File: config.mk
export PLATFORM = sky130hd
export DESIGN_NAME = seg_scan_ctrl
export DESIGN_NICKNAME = d
export VERILOG_FILES = /design/src/rtl/seg_scan_ctrl.sv
export SDC_FILE = /design/constraint.sdc
export NUM_CORES = 1
export LEC_CHECK = 0
export ABC_AREA = 1
export CORE_ASPECT_RATIO = 0.5
export CORE_MARGIN = 1
export CORE_UTILIZATION = 40
export CTS_BUF_LIST = sky130_fd_sc_hd__clkbuf_8
export CTS_CLUSTER_SIZE = 10
export DETAILED_ROUTE_END_ITERATION = 6
export MAX_ROUTING_LAYER = met4
export PLACE_DENSITY = 0.68
export SYNTH_ARGS = -nofsm -noshare
export SYNTH_HDL_FRONTEND = slang
export SYNTH_SLANG_ARGS = --single-unit
File: constraint.sdc
create_clock -name clk -period 3.02 [get_ports clk]
set_clock_uncertainty 0.05 [all_clocks]
set_input_delay 0.604 -clock clk [delete_from_list [all_inputs] [get_ports clk]]
set_output_delay 0.604 -clock clk [all_outputs]
set_load 0.02 [all_outputs]
File: src/rtl/seg_scan_ctrl.sv
// rtl/seg_scan_ctrl.sv - multiplexed seven-segment scan controller with per-frame atomic commit
// Writes land in shadow; shadow copies to active when the last digit's SHOW ends.

module seg_scan_ctrl #(
  parameter int NDIG  = 8,
  parameter int DIV   = 1000,
  parameter int BLANK = 4
) (
  input  logic            clk,
  input  logic            rst,
  input  logic            wr_valid,
  output logic            wr_ready,
  input  logic [2:0]      wr_idx,
  input  logic [3:0]      wr_data,
  output logic [3:0]      dig_b,
  output logic [NDIG-1:0] an,
  output logic            frame_done
);

  localparam int CMAX = (DIV > BLANK) ? DIV : BLANK;
  localparam int CW   = $clog2(CMAX + 1);
  localparam logic [2:0]    LAST      = 3'(NDIG - 1);
  localparam logic [CW-1:0] SHOW_END  = CW'(DIV - 1);
  localparam logic [CW-1:0] BLANK_END = CW'(BLANK - 1);

  typedef enum logic {S_BLANK = 1'b0, S_SHOW = 1'b1} state_t;

  state_t        state, state_nx;
  logic [CW-1:0] cnt;
  logic [2:0]    idx;
  logic [3:0]    shadow [NDIG];
  logic [3:0]    active [NDIG];
  logic          dwell_end, last_digit, commit, wr_fire;

  assign dwell_end  = (state == S_SHOW) ? (cnt == SHOW_END) : (cnt == BLANK_END);
  assign last_digit = (idx == LAST);
  assign commit     = (state == S_SHOW) && dwell_end && last_digit;
  assign wr_fire    = wr_valid && wr_ready;

  always_ff @(posedge clk or posedge rst) begin
    if (rst) begin
      state      <= S_BLANK;
      cnt        <= '0;
      idx        <= 3'd0;
      frame_done <= 1'b0;
    end else begin
      state      <= state_nx;
      frame_done <= commit;
      if (state_nx != state) cnt <= '0;
      else                   cnt <= cnt + CW'(1);
      if (state == S_SHOW && dwell_end) idx <= last_digit ? 3'd0 : idx + 3'd1;
    end
  end

  always_comb begin
    state_nx = state;
    if (dwell_end) state_nx = (state == S_BLANK) ? S_SHOW : S_BLANK;
  end

  // The commit cycle stalls writes so a write and a commit never share an edge.
  always_comb begin
    wr_ready = !commit;
    an       = '1;
    dig_b    = 4'b0000;
    if (state == S_SHOW) begin
      for (int i = 0; i < NDIG; i++) begin
        if (idx == 3'(i)) begin
          an[i] = 1'b0;
          dig_b = active[i];
        end
      end
    end
  end

  // Out-of-range indices match no entry, so those writes are accepted and dropped.
  always_ff @(posedge clk or posedge rst) begin
    if (rst) begin
      for (int i = 0; i < NDIG; i++) begin
        shadow[i] <= 4'b0000;
        active[i] <= 4'b0000;
      end
    end else begin
      for (int i = 0; i < NDIG; i++) begin
        if (wr_fire && wr_idx == 3'(i)) shadow[i] <= wr_data;
        if (commit) active[i] <= shadow[i];
      end
    end
  end

endmodule

==> results.rst <==
.. list-table::
   :header-rows: 1

   * - Metric
     - Value
   * - Iter 0 DRT Violations
     - approximately 230
   * - Slowest library cell on the worst path
     - dfrtp_1
   * - Register share of total power
     - 56.3%
   * - Worst hold path startpoint
     - cnt[0]
   * - Syn Nets
     - 466
   * - Sort of element at the end of the critical path
     - primary output
   * - Setup slack of the most critical reg-to-reg path
     - ~0.4 ns
   * - Minimum clock period
     - approximately 2.8 ns
   * - Clock insertion delay at the later pin of the skew report
     - 0.37 ns
   * - Run status
     - finished clean
   * - Setup CP Type
     - reg -> out
   * - Initial core utilization
     - between 40% and 50%
   * - Share of cells above drive strength 1
     - between 9 and 10%
   * - Overall die area
     - just under 10000 um2
   * - Most common cell after layout, fill and taps aside
     - nand2_1
   * - Share of synthesized area spent on multiplexers
     - 0%
   * - Post-synthesis simple-gate area fraction
     - between 20% and 30%
   * - Pins Over Slew Limit
     - 0
   * - Utilization after layout
     - 48.53%
   * - Unrepaired setup endpoints after global routing
     - no
   * - Fin area
     - approximately 4300 um2
   * - PnR Total Power
     - roughly 2.1 mW
   * - Overall track demand over capacity in global routing
     - about a fifth
   * - Worst slew slack as a fraction of its limit
     - roughly three fifths
   * - Final Hold Violating Endpoints
     - 0
   * - Number of global-route vias before repair
     - 2694
   * - Worst Path Required
     - between 2 and 2.5 ns
   * - Placed cell areas
     - 4105 um2
   * - Number of vias per cell after detailed routing
     - approximately 4.7
   * - Num ports
     - 24
   * - Lkg Pwr
     - between 2 and 2.5 nW
   * - Vias
     - 2808
   * - IO Port Bufs
     - 23
   * - Die Span X
     - ~140 um
   * - Hold depth
     - 1
   * - Number of antenna violations at the first check in global routing
     - 0
   * - Avg Synthesized Cell Area
     - 8.298 um2
   * - Warning count from the yosys run
     - 0
   * - Start of the worst register-to-register path
     - cnt[0]
   * - Number of max-cap violations
     - 0
   * - Final number of setup-violating endpoints
     - 0
   * - Signal arrival time at the worst endpoint
     - ~2.1 ns
   * - Maximum number of pins on one net before global-route repair
     - between 50 and 60
   * - Global-route wire length before repair
     - 13470 um
   * - Cell chain of the critical path
     - inv_1 -> ha_1 -> inv_1 -> nor2_2 -> nand3_1 -> nand2_1 -> nand2_1 -> nand2_1 -> nand2_1 -> nand2_1 -> nand2_1 -> a21oi_1 -> clkdlybuf4s15_1
   * - Area of the mapped netlist
     - 3717 um2
   * - Top cells by area in the synthesized netlist
     - dfrtp_1 (53%), nand2_1 (16%), o21ai_0 (8.5%), inv_1 (6.2%), ha_1 (2.7%)
   * - Clk slew on worst S/H paths
     - approximately 0.090 ns
   * - Number of register bits inferred by synthesis
     - between 70 and 80
   * - Net switching power of the design
     - between 500 and 600 uW
   * - Buffer type at the clock tree root
     - clkbuf_8
   * - Cell count of the worst reg-to-reg path
     - 11
   * - Part of the Yosys area used for sequential elements
     - between 50% and 60%
   * - Part of the power in the clock network
     - a little over a third
   * - Max Root-Sink Buffers
     - 2
   * - Dominant cell type by area after synthesis
     - dfrtp_1
   * - Mapped Cells
     - approximately 450
   * - Critical path fanouts, max
     - 5
   * - Largest family of logic cells by synthesized area
     - simple AND/OR/NAND/NOR gates
   * - Sw Share
     - around a quarter
   * - Portion of synthesized cell area occupied by the leading cell type
     - between 50% and 60%
   * - Global-route track usage on met2
     - about a quarter
   * - Most frequent cells in the layout
     - nand2_1 (154), dfrtp_1 (78), o21ai_0 (63)
   * - Combinational fraction of design power
     - under 10%
   * - Post-DR wirelength/cell
     - about 13 um
   * - Internal power summed over all cells
     - approximately 1.5 mW
   * - Core outline area
     - 8859 um2
   * - Final estimated routing congestion in global placement
     - approximately 0.87
   * - Number of routed nets with antenna violations
     - 0
   * - Placed wire-length estimate
     - roughly 5700 um
   * - Remaining Overflow, GRT
     - 0
   * - Residual DRC count
     - 0
   * - Compound-gate portion of the synthesized area
     - 10.43%
   * - Final antenna diode count
     - 0
   * - Least-Margin Pin Slew
     - between 0.6 and 0.7 ns
   * - Peak supply drop
     - 0.2004 mV
   * - Number of levels the H-tree was split into
     - 3
   * - Setup Total Neg Slack
     - 0 ns
   * - Inserted Clock Buffers
     - 9
   * - GR met3 Demand/Resource
     - approximately 5%
   * - DIE HEIGHT
     - between 70 and 80 um
   * - TritonCTS sink count
     - just under 80
   * - Nets
     - between 400 and 500
   * - Endpoint of the worst register-to-register path
     - shadow[3]
   * - Fraction of the cycle the final worst path needs
     - 91.85%
   * - Most heavily used metal layer in global routing
     - met2
   * - Share of synthesized cell area in full adder, half adder and majority cells
     - between 2 and 3%
   * - Drt pass-1 iters
     - 4
   * - Total power divided by cell area
     - a little under 500 nW/um2
   * - Delay of the slowest cell on the worst path
     - between 0.4 and 0.5 ns
   * - Type of the most critical hold path
     - reg -> reg
   * - CTS tree
     - built
   * - Area growth, synth to finish
     - 15.65%
   * - Highest achievable clock rate
     - 360.5 MHz
   * - Most frequent CP cell
     - nand2_1
   * - GRT met1 Usage
     - approximately a quarter
   * - Post-synth cell types
     - 28
   * - Core Rows
     - 24
   * - Xor and xnor fraction of the mapped netlist area
     - 0.4376%
   * - Startpoint Class
     - flop
   * - Final routed wirelength across all metal layers
     - about 7900 um
   * - Sink of the worst hold path
     - cnt[0]
## cell type report
type                       instances  area [um2]
fill                             834        4559
sequential                        79        1978
multi-input combinational        297        1473
timing repair buffer              28       274.0
inverter                          63       237.7
tap                              117       146.4
clock buffer                      10       137.6
clock inverter                     6       52.55
## layer usage
metal / wire length [um] / vias to the layer above
li1: - / 1469
met1: 4280 / 1304
met2: 3346 / 30
met3: 228 / 5
met4: 41 / 0
met5: 0 / -
## critical path: cells and delay by family, from the launching register on
family	cells	cell delay, ns
flip-flops	1	0.41
AND/OR/NAND/NOR	8	0.56
AO/OA/AOI/OAI	1	0.11
buffers and inverters	3	0.48
adder cells (fa/ha/maj)	1	0.18
## logic make-up after synthesis
| kind of cell | Yosys count |
|---|---|
| buf+inv | 72 |
| simple gates | 213 |
| flops | 79 |
| xor+xnor | 1 |
| fa+ha+maj | 8 |
| compound gates | 75 |
## flip-flops by register name, summed over array words and instances, names as in the netlist
register and count:
shadow 32, cnt 10, state 1, frame_done 1, active 32, idx 3
## worst max-delay path by stage
stage / end / depth (start not counted) / from
6_report: dig_b[1] / 13 / idx[0]
5_1_grt: dig_b[1] / 13 / idx[0]
4_1_cts: dig_b[2] / 13 / idx[0]
3_5_place_dp: dig_b[2] / 13 / idx[0]
3_3_place_gp: dig_b[2] / 13 / idx[1]
2_1_floorplan: active[0] / 1 / rst
## Yosys cell counts
cell	number
nand4_1	1
a21oi_1	7
nand3_1	16
clkinv_1	1
nor2_4	1
nor3b_1	2
nand3_2	4
nand2_1	154
inv_1	61
or2_2	1
nor3_4	4
buf_2	1
buf_4	1
o21ai_1	1
nand2_4	2
nand2_2	1
o21ai_0	63
xor2_2	1
inv_2	1
a21oi_2	2
dfrtp_1	79
nor3_1	7
nor2_2	1
clkbuf_1	7
nor2_1	18
nor4_4	1
ha_1	8
o21a_1	2
## stage by stage
step,hold WS [ns],worst slack (ns),std cells
after CTS,0.4195,0.1727,600
after detailed placement,0.4084,0.2216,584
after global placement,0.4107,0.2615,584
after floorplan,0.3826,0.3426,448
final,0.4201,0.2460,600
after global routing,0.4441,0.0005747,600
## power by group through the flow
stage | clock (mW) | sequential, mW | combinational (mW)
CTS | 0.776 | 1.17 | 0.155
global route | 0.822 | 1.18 | 0.182
finish | 0.757 | 1.17 | 0.152
floorplan | 0 | 1.18 | 0.100
detailed placement | 0 | 1.19 | 0.154
global placement | 0 | 1.19 | 0.147
## timing repair
item / in CTS / in global routing
pin swaps: 0 / 0
gates resized for setup: 9 / 6
setup buffers: 0 / 0
cloned: 0 / 0
endpoints found under the setup margin: 5 / 5
hold buffers: 0 / 0
Power figures use the tool's default switching activity.
